$ cat config.mk
export PLATFORM = sky130hd
export DESIGN_NAME = writeback_stage
export DESIGN_NICKNAME = d
export VERILOG_FILES = /design/src/rtl/writeback_stage.sv
export SDC_FILE = /design/constraint.sdc
export NUM_CORES = 2
export LEC_CHECK = 0
export CORE_AREA = 3 3 536 538
export CTS_CLUSTER_SIZE = 12
export DETAILED_ROUTE_END_ITERATION = 10
export DIE_AREA = 0 0 539 541
export PLACE_DENSITY = 0.37
export SLEW_MARGIN = 20
export SYNTH_ARGS = -nofsm -noshare
export SYNTH_HDL_FRONTEND = slang
export SYNTH_SLANG_ARGS = --single-unit
export TNS_END_PERCENT = 100
$ cat constraint.sdc
create_clock -name clk -period 3.15 [get_ports clk]
set_clock_uncertainty 0.15 [all_clocks]
set_input_delay 0.945 -clock clk [delete_from_list [all_inputs] [get_ports clk]]
set_output_delay 0.945 -clock clk [all_outputs]
set_load 0.01 [all_outputs]
$ cat src/rtl/writeback_stage.sv
// writeback_stage: final pipeline stage owning the regfile, wbk forwarding, minstret and retire trace
module writeback_stage #(
  parameter int XLEN = 32,
  parameter int IID_W = 64,
  parameter logic [XLEN-1:0] RESET_PC_TRACE = '0
) (
  input  logic             clk,
  input  logic             rst_n,
  input  logic             valid,
  input  logic             is_new,
  input  logic [IID_W-1:0] inst_id,
  input  logic [XLEN-1:0]  pc,
  input  logic             wb_en,
  input  logic [4:0]       wb_addr,
  input  logic [XLEN-1:0]  wb_data,
  input  logic [1:0]       instret_we,
  input  logic [31:0]      instret_wdata,
  output logic [XLEN-1:0]  regfile [32],
  output logic [XLEN+6:0]  fw_wbk,
  output logic [63:0]      instret,
  output logic             retire_valid,
  output logic [IID_W-1:0] retire_inst_id,
  output logic [XLEN-1:0]  retire_pc
);
  logic             s_valid, s_is_new, s_wb_en;
  logic [IID_W-1:0] s_inst_id;
  logic [XLEN-1:0]  s_pc, s_wb_data;
  logic [4:0]       s_wb_addr;
  always_ff @(posedge clk) begin
    if (!rst_n) begin
      s_valid   <= 1'b0;
      s_is_new  <= 1'b0;
      s_inst_id <= '0;
      s_pc      <= '0;
      s_wb_en   <= 1'b0;
      s_wb_addr <= '0;
      s_wb_data <= '0;
    end else begin
      s_valid   <= valid;
      s_is_new  <= is_new;
      s_inst_id <= inst_id;
      s_pc      <= pc;
      s_wb_en   <= wb_en;
      s_wb_addr <= wb_addr;
      s_wb_data <= wb_data;
    end
  end
  // wbk data is always final, so fwdable simply follows valid
  assign fw_wbk         = (s_valid && s_wb_en) ? {2'b11, s_wb_addr, s_wb_data} : '0;
  assign retire_valid   = s_valid && s_is_new;
  assign retire_inst_id = retire_valid ? s_inst_id : '0;
  assign retire_pc      = retire_valid ? s_pc : RESET_PC_TRACE;
  always_ff @(posedge clk) begin
    if (!rst_n) begin
      for (int i = 0; i < 32; i++) regfile[i] <= '0;
    end else if (s_valid && s_wb_en && s_wb_addr != 5'd0) begin
      regfile[s_wb_addr] <= s_wb_data;
    end
  end
  // a CSR write to minstret suppresses the retire increment of the same cycle
  always_ff @(posedge clk) begin
    if (!rst_n) begin
      instret <= '0;
    end else if (|instret_we) begin
      if (instret_we[0]) instret[31:0] <= instret_wdata;
      if (instret_we[1]) instret[63:32] <= instret_wdata;
    end else if (retire_valid) begin
      instret <= instret + 64'd1;
    end
  end
endmodule

==> results.yml <==
hold_path:
  whs_path_depth: 2
  hp-class: "reg -> reg"
  hp-start: "regfile[691]"
  holdPathEnd: "regfile[691]"
synthesis:
  synth_cells: 5536
  synth_edf_count: 0
  synth_seq_cells: 1224
  yosysTopAreaCell: "dfxtp_1"
  seq_area_frac_synth_pct: 55.94
  synth_ff_type: "dfxtp_1"
  postSynthAreaPerCell_sq_um: 7.913
  synth.area.top_cells: "dfxtp_1 (56%), nand2_1 (18%), a21oi_1 (12%)"
  yosysUniqueCellTypes: 69
  syn-num-nets: 5709
  netlist_area_sq_um: 43800
  ys_async_sr_fraction_pct: 0
  yosys_warnings: 0
  synth_top_area_share_pct: 55.94
global_route:
  grt_overflow_total: 0
  grt_pass1_vias: 42700
  grt_antenna_before_repair: 66
  grt_pass1_wl_um: 396700
  track_usage_pct: 19.60
  grt_max_degree: 154
timing:
  relSlewSlack_pct: 30.21
  rsz0062_at_grt: "yes"
  whs_ns: 0.3006
  worst_pin_slew_ns: 1.047
  min_period_over_period_pct: 99.54
  tns_ns: 0
  hold_violations: 0
  final-max-slew-violation-count: 0
  fmax_mhz: 318.9
  period_needed_ns: 3.135
  setup_viol: 0
routing:
  vias: 44520
  drt-total-wl_um: 300300
  drc: 0
  drt_pass1_iterations: 7
  vias_per_cell: 4.132
  drtIter0Drc: 3108
  ant_nets: 0
  wl_per_cell_um: 27.87
run:
  maxCapViolCount: 0
final_layout:
  finalNetCount: 7056
  fin_area_sq_um: 69780
  drive_gt1_share_pct: 12.29
  regArea_sq_um: 24620
  final_cell_mix: "nand2_1 (2,058), clkdlybuf4s50_1 (1,244), dfxtp_1 (1,174), a21oi_1 (1,036), buf_4 (181)"
  n_fill_cell: 30580
  final_common_cell: "nand2_1"
  multi_input_area_sq_um: 18090
  fin_cells: 10770
  area_growth_pct: 59.30
worst_setup_path:
  worstSetupStartpointType: "register"
  reg2reg_slack_ns: 0.51
  r2r-end: "instret[61]"
  crit_type: "reg -> out"
  path_max_fanout: 8
  cp.arrival_ns: 2.04
  r2r_cells: 6
  r2r-start: "instret[10]"
  crit_path_end_kind: "primary output"
  crit_required_ns: 2.05
run_status:
  status: "complete, no violations"
clock_tree:
  cts_hold_buf: 0
  clock_latency_ns: 0.80
  root_buffer: "clkbuf_16"
  clock-sinks: 1224
  path_clk_slew_ns: 0.07
  htree_levels: 4
  cts_tree: "yes"
  cts_buffers: 161
  clock_path_buffers: 4
placed_design:
  post-dp-hpwl_um: 209700
  placed_cell_area_sq_um: 63290
  io_buffers: 1395
  dp.cells: 10420
  gp_congestion: 0.8706
power_and_ir_drop:
  power_frac_seq_pct: 43.3
  p_sw_w: 0.009383
  internal-power_w: 0.02738
  power_w: 0.03676
  p_comb_share_pct: 5.8
  ir_drop_mv: 0.3552
  p_per_area_nw_per_um2: 526.8
  power_frac_clock_pct: 50.9
  p_leak_nw: 23.41
  switching_share_pct: 25.52
die:
  coreArea_sq_um: 282500
  dieArea_sq_um: 291600
  rows: 195
  fp.dieW_um: 539
  initial_core_util_pct: 15.50
  die_h_um: 541
  boundaryPins: 1396
## routing by layer
| metal | vias up | wire length (um) | global-route usage, % |
|---|---|---|---|
| met1 | 21540 | 126100 | 24.34 |
| met5 | - | 197 | 0 |
| met3 | 354 | 25310 | 6.004 |
| li1 | 20730 | - | - |
| met2 | 1865 | 138400 | 32.12 |
| met4 | 30 | 10310 | 6.489 |
## state kept, by name (all words and copies together), names as in the netlist
signal     count
s_wb_addr      5
s_valid        1
s_inst_id     64
s_wb_data     32
s_is_new       1
s_pc          32
instret       64
s_wb_en        1
regfile     1024
## cell type report
| type | count | share of cell area [%] |
|---|---|---|
| sequential | 1224 | 35.29 |
| multi-input combinational | 3821 | 25.93 |
| timing repair buffer | 1667 | 24.36 |
| clock buffer | 240 | 6.733 |
| tap | 3743 | 6.711 |
| clock inverter | 46 | 0.8356 |
| antenna | 25 | 0.08965 |
| inverter | 8 | 0.05379 |
## synthesized netlist by cell type, types with 2 or more instances
cell type	instances
clkbuf_1	465
nand3b_1	5
and4_1	11
a22oi_1	3
or2_2	3
nand4_1	33
o22ai_1	5
buf_6	3
a31oi_1	7
nor3_2	2
buf_4	3
and3_1	158
or3_1	6
o21a_1	4
nand3_1	29
o211a_1	3
xor2_1	13
nand2b_1	5
buf_2	11
or3b_2	2
or4_1	2
mux2i_1	9
nand2_1	2085
o211ai_1	5
o31ai_1	3
o21ba_2	2
nor2b_1	2
nor2_1	83
a211oi_1	8
nor4_1	9
and3b_1	2
nand3_2	2
dfxtp_1	1224
inv_1	6
nand4b_1	2
or3_2	2
and2_1	174
xnor2_1	15
nor3b_1	3
o311ai_0	3
a21oi_1	1036
nor3_1	25
o21ai_0	37
## logic make-up (layout without fill, tap and decap cells)
family	count (synthesis)	in the layout	share of synthesized area, %
adder cells (fa/ha/maj)	1	1	0.02856
AND/OR/NAND/NOR	2655	2655	25.71
multiplexers	9	9	0.2057
other	0	25	0
flip-flops	1224	1224	55.94
XOR/XNOR	28	28	0.5599
AO/OA/AOI/OAI	1128	1128	13.24
buffers and inverters	491	1961	4.316
## worst max-delay path by stage
stage | from | endpoint | slack, ns
finish | s_valid | fw_wbk[13] | 0.01
global placement | instret_we[0] | instret[43] | 0.19
CTS | s_is_new | retire_inst_id[14] | -0.21
global route | s_is_new | retire_inst_id[0] | -0.09
floorplan | instret_we[1] | instret[60] | 0.74
detailed placement | s_wb_addr[4] | regfile[908] | 0.24
## power by group through the flow
stage / Clock, W / Combinational, W / Sequential [W]
2_1_floorplan: 0 / 0.000647 / 0.0161
3_3_place_gp: 0 / 0.00198 / 0.0163
3_5_place_dp: 0 / 0.00198 / 0.0163
4_1_cts: 0.0194 / 0.00218 / 0.0159
5_1_grt: 0.0199 / 0.00223 / 0.0159
6_report: 0.0187 / 0.00212 / 0.0159
## what timing repair did
action                                  in CTS  in global routing
cloned                                      18                  2
pin swaps                                   12                  6
buffers inserted                            33                  3
gates resized for setup                    730                 54
endpoints found under the setup margin     161                 82
## stage by stage
stage | worst slack (ns) | util [%]
global placement | 0.1922 | 22.40
detailed placement | 0.2353 | 22.40
global route | -0.09150 | 24.68
finish | 0.01451 | 24.70
floorplan | 0.7364 | -
CTS | -0.2106 | 24.62
## critical path, stage by stage, from the launching register on
cell	delay, ns
dfxtp_4	0.38
buf_12	0.15
buf_12	0.12
buf_16	0.14
buf_6	0.13
and3_4	0.17
buf_6	0.11
No activity file was read; power rests on OpenSTA's default activity.
